## src/rtl/param_fifo.sv

```systemverilog
// param_fifo: parametrised single-clock FIFO with registered read data, occupancy and threshold flags
// Ports: clk, reset (async active-low), write_enable/data_in, read_enable/data_out,
//        full, empty, almost_full, almost_empty, count, overflow/underflow (PARAM_FIFO_ERR_EN only).
// Macro PARAM_FIFO_ERR_EN adds sticky overflow/underflow error flags.
module param_fifo #(
  parameter int DATA_WIDTH          = 8,
  parameter int DEPTH               = 16,
  parameter int ALMOST_FULL_THRESH  = DEPTH - 2,
  parameter int ALMOST_EMPTY_THRESH = 2
) (
  input  logic                    clk,
  input  logic                    reset,
  input  logic                    write_enable,
  input  logic [DATA_WIDTH-1:0]   data_in,
  input  logic                    read_enable,
  output logic [DATA_WIDTH-1:0]   data_out,
  output logic                    full,
  output logic                    empty,
  output logic                    almost_full,
  output logic                    almost_empty,
  output logic [$clog2(DEPTH):0]  count
`ifdef PARAM_FIFO_ERR_EN
  ,
  output logic                    overflow,
  output logic                    underflow
`endif
);
  localparam int AW = $clog2(DEPTH);
  localparam int CW = AW + 1;
  logic [DATA_WIDTH-1:0] r_mem [DEPTH];
  logic [AW-1:0]         r_wptr, r_rptr;
  logic [CW-1:0]         r_count;
  logic [DATA_WIDTH-1:0] r_data_out;
  logic                  w_rd_ok, w_wr_ok;
  assign w_rd_ok      = read_enable && !empty;
  assign w_wr_ok      = write_enable && (!full || w_rd_ok);
  assign empty        = r_count == '0;
  assign full         = r_count == CW'(DEPTH);
  assign almost_full  = r_count >= CW'(ALMOST_FULL_THRESH);
  assign almost_empty = r_count <= CW'(ALMOST_EMPTY_THRESH);
  assign count        = r_count;
  assign data_out     = r_data_out;
  always_ff @(posedge clk) begin
    if (w_wr_ok) r_mem[r_wptr] <= data_in;
  end
  always_ff @(posedge clk or negedge reset) begin
    if (!reset) begin
      r_wptr     <= '0;
      r_rptr     <= '0;
      r_count    <= '0;
      r_data_out <= '0;
    end else begin
      if (w_wr_ok) r_wptr <= r_wptr + 1'b1;
      if (w_rd_ok) begin
        r_rptr     <= r_rptr + 1'b1;
        r_data_out <= r_mem[r_rptr];
      end
      if (w_wr_ok != w_rd_ok) r_count <= w_wr_ok ? r_count + 1'b1 : r_count - 1'b1;
    end
  end
`ifdef PARAM_FIFO_ERR_EN
  logic r_overflow, r_underflow;
  assign overflow  = r_overflow;
  assign underflow = r_underflow;
  always_ff @(posedge clk or negedge reset) begin
    if (!reset) begin
      r_overflow  <= 1'b0;
      r_underflow <= 1'b0;
    end else begin
      if (write_enable && !w_wr_ok) r_overflow <= 1'b1;
      if (read_enable && !w_rd_ok) r_underflow <= 1'b1;
    end
  end
`endif
endmodule

```

## config.mk

```make
export PLATFORM = sky130hd
export DESIGN_NAME = param_fifo
export DESIGN_NICKNAME = d
export VERILOG_FILES = /design/src/rtl/param_fifo.sv
export SDC_FILE = /design/constraint.sdc
export NUM_CORES = 1
export LEC_CHECK = 0
export CAP_MARGIN = 10
export CORE_ASPECT_RATIO = 1.2
export CORE_MARGIN = 5
export CORE_UTILIZATION = 54
export CTS_CLUSTER_DIAMETER = 80
export DETAILED_ROUTE_END_ITERATION = 7
export PLACE_DENSITY_LB_ADDON = 0.2
export SETUP_SLACK_MARGIN = 0.1
export SYNTH_ARGS = -nofsm -noshare
export SYNTH_HDL_FRONTEND = slang
export SYNTH_SLANG_ARGS = --single-unit
export TNS_END_PERCENT = 10
```

## constraint.sdc

```tcl
create_clock -name clk -period 2.5 [get_ports clk]
set_input_delay 0.625 -clock clk [delete_from_list [all_inputs] [get_ports clk]]
set_output_delay 0.625 -clock clk [all_outputs]
set_load 0.02 [all_outputs]
```

==> metrics list <==
- Reg area: 0.00437 mm²
* Reg-to-reg startpoint: count[2]$_DFFE_PN0P_
- Reg-to-reg critical path endpoint: count[3]$_DFFE_PN0P_
- Commonest cells in the netlist: 128 x edfxtp_1, 32 x mux4_2, 21 x dfrtp_1
- The tightest hold path in the finished design has a slack of 563 ps.
- The net count of the finished layout is 398.
- Via count of the routed design: 3120
- The clock passes through at most 2 buffers.
- Clock tree synthesis selected as its root buffer the cell clkbuf_16.
* Status: complete, no violations
- Once the floorplan was initialized, standard cells occupied 54.6% of the core.
* Wire length per cell: 22.8 µm
- Area growth from synthesis to layout: 22.1%
- Counting every net in the synthesized netlist gives 332.
- Once detail routing completed, the nets flagged for antenna violations numbered 0.
* Class of the tightest hold or removal check: input pin to asynchronous set/reset pin
* CTS tree: built
* Number of cell rows: 42
* Critical path's top delay family: compound AO/OA/AOI/OAI gates
* Library cell contributing the largest single delay on the critical path: or4_4
- MaxCap Viol Count: 0
- The worst path uses 94.2% of the clock period.
* Die X-Extent: 106 µm
* Post-synthesis register bit count: 149
* Setup_tns: 0 ps
* Most frequent cell after synthesis: edfxtp_1
* Number of global-route vias before repair: 3316
- The most critical setup path has its startpoint at count[2]$_DFFE_PN0P_.
- The floorplan step defined a die boundary enclosing 0.0133 mm².
- The number of buffers and inverters on the critical path is 2.
- The filler cells instantiated in the layout total 732.
- By area the synthesized netlist is led by edfxtp_1 64%, mux4_2 12%, dfrtp_1 8.8%, mux2_2 2.3%, ha_1 1.7%.
* Mean cell area of the mapped netlist: 19.3 µm²
* Number of gates on the worst path with buffers counted: 9
- For the pin with the worst max-slew slack, the measured transition is 777 ps.
- At the worst endpoint, the required time is 2790 ps.
- Entering global routing, the biggest net connects 26 pins.
- Count of buffers from port buffering: 28
- Hold violation total from the final report: 0
- Clock insertion delay at the later pin of the skew report: 410 ps
- The cell area that synthesis handed to floorplanning was 0.00600 mm².
- In this run the static leakage power is 2.51 nW.
- Counting every instance in the synthesized netlist gives 311.
* Placeable Area: 0.0110 mm²
- The clock arrives with 10.6 ps of skew.
* Total number of clock tree sinks: 149
* Prevailing post-synth register cell: edfxtp_1
- Start-to-end type of the worst setup path: flop to flop
- The first global-routing pass estimated 18700 µm of wire.
- Total CTS buffers: 17
* Wire length after detailed routing: 11900 µm
- Floorplan die height: 125 µm
- Post-synth EDFFs: 128
- Following the worst setup path forward leads to its endpoint at count[3]$_DFFE_PN0P_.
- Iteration-0 DRC count of the detailed router: 218
* Synth unique cells: 37
- Summed over all instances, the cell type with the most area after synthesis is edfxtp_1.
* Fraction of synthesis flops using an asynchronous set or reset pin: 14.1%
- Of the cells placed in the final design, the portion with a size suffix greater than 1 is 33.6%.
* Synth Warn #: 0
* Reg2reg setup slack: 150 ps
- Using the TritonRoute via totals, the vias-per-cell ratio works out to 5.98.
* Clock-pin slew reported for the worst setup and hold paths after clock tree synthesis: 60 ps
- Max-slew violation count: 0
* Worst path max stage delay: 570 ps
- Tot Pwr: 8.54 mW
* Setup repair after global routing missed its margin: true
* Slew Limit Headroom: 48.0%
- Routability-driven placement finished with a final weighted congestion of 0.835.
- The HPWL after detailed placement is 7780 µm.
- Deepest level of the CTS H-tree: 4
* Largest fanout on the critical path: 4
- STA classifies the critical path startpoint as a flop.
* Arrival time at the worst endpoint: 2650 ps
- The smallest clock period supported by the final layout is computed as 2350 ps.
- The initial antenna violation count was 0.
* Diode count: 0
* Synth top area share: 64.1%
* Depth of the worst register-to-register path: 9
* Cts hold-fix bufs: 0
* Ordered cell list for the critical path: or4_4 -> o21a_4 -> clkinv_8 -> buf_4 -> ha_4 -> a21o_2 -> a21oi_2 -> xnor2_1 -> mux2_2
- Worst setup EP type: flop
- DR pass1 iterations: 4
* Final setup violation count: 0
- Post-synthesis sequential area ratio: 72.8%
- Number of ports placed on the die boundary: 29
- Highest clock rate: 0.425 GHz
* GR Overflow Total: 0
- The worst-case IR drop observed on VDD is 0.779 mV.
* Post-route DRC: 0
- In the global route stage, overall resource usage came out at 19.3%.
* PD cells: 1170 mW/mm²
- Multi-input gate area: 0.00156 mm²
how the worst min path moves through the flow:
stage / to / slack, ps / start
floorplan: count[0]$_DFFE_PN0P_ / 330 / reset
global placement: data_out[5]$_DFFE_PN0P_ / 560 / data_out[5]$_DFFE_PN0P_
detailed placement: data_out[4]$_DFFE_PN0P_ / 570 / data_out[4]$_DFFE_PN0P_
CTS: r_rptr[1]$_DFFE_PN0P_ / 560 / reset
global route: count[1]$_DFFE_PN0P_ / 580 / reset
finish: data_out[6]$_DFFE_PN0P_ / 560 / reset
metrics by stage:
| stage | area (µm²) | utilization, % | std cells | setup slack, ps |
|---|---|---|---|---|
| after global placement | 6750 | 61.5 | 490 | -184 |
| after global routing | 7320 | 66.7 | 522 | 30.6 |
| final | 7320 | 66.7 | 522 | 146 |
| after CTS | 7320 | 66.6 | 522 | 104 |
| after floorplan | 6040 | - | 311 | 42.6 |
| after detailed placement | 6750 | 61.5 | 490 | -241 |
worst register-to-register path, cell delays in order (launching register included):
cell      delay, ps
dfrtp_2         400
or4_4           570
o21a_4          250
clkinv_8         50
buf_4           130
ha_4            190
a21o_2          190
a21oi_2         130
xnor2_1          80
mux2_2          250
logic make-up (layout without fill, tap and decap cells):
kind of cell	Yosys count	count (layout)	share of synthesized area, %
fa+ha+maj	9	9	2.00
xor+xnor	9	9	1.31
compound gates	39	39	4.34
mux	45	45	14.4
buf+inv	27	106	2.29
simple gates	33	33	2.79
flops	149	149	72.8
cell type report:
type	count	area share, %
inverters	9	0.632
well taps	132	2.26
clock buffers	18	5.86
multi-input cells	135	21.3
clock inverters	14	1.86
flip-flops and latches	149	59.7
repair buffers	65	8.32
state kept, by name, indices dropped and copies added, names as in the netlist:
register  cells
count         5
data_out      8
r_mem       128
r_rptr        4
r_wptr        4
cell usage in the layout, fill, tap and decap left out, drive strengths merged:
master and count:
edfxtp 128, buf 39, mux4 32, clkdlybuf4s50 25, dfrtp 21, clkbuf 18, o22ai 16, mux2 12
inv 9, a21oi 9, ha 8, clkinv 8, nor2 7, nand2 6, xnor2 6, and3 4
nor3 4, nor4 4, clkinvlp 4, o211ai 3, xor2 3, a21o 3, nand2b 2, nand3 2
nand4 2, bufinv 2, o21a 2, o21ai 2, a211oi 2, or4 1, a2111oi 1, or2 1
mux2i 1, o311ai 1, fa 1, dlygate4sd2 1
per-layer routing:
| layer | routed length, µm | global-route usage, % | vias to the layer above |
|---|---|---|---|
| met2 | 6430 | 32.9 | 75 |
| met3 | 486 | 3.97 | 13 |
| met5 | 0 | 0 | - |
| li1 | - | - | 1397 |
| met1 | 4830 | 24.4 | 1635 |
| met4 | 153 | 7.39 | 0 |
power by group:
group / leakage, nW / internal (mW) / switching, mW / total [mW]
combinational: 0.852 / 1.41 / 1.39 / 2.80
clock: 0.269 / 1.46 / 0.938 / 2.40
sequential: 1.39 / 3.09 / 0.258 / 3.35
total: 2.51 / 5.96 / 2.58 / 8.54
repair_timing:
action	CTS	global route
setup endpoints to repair	5	5
cloned	0	0
buffers inserted	0	0
gates resized for setup	10	3
Note: power is estimated with default switching activity, not from simulation.
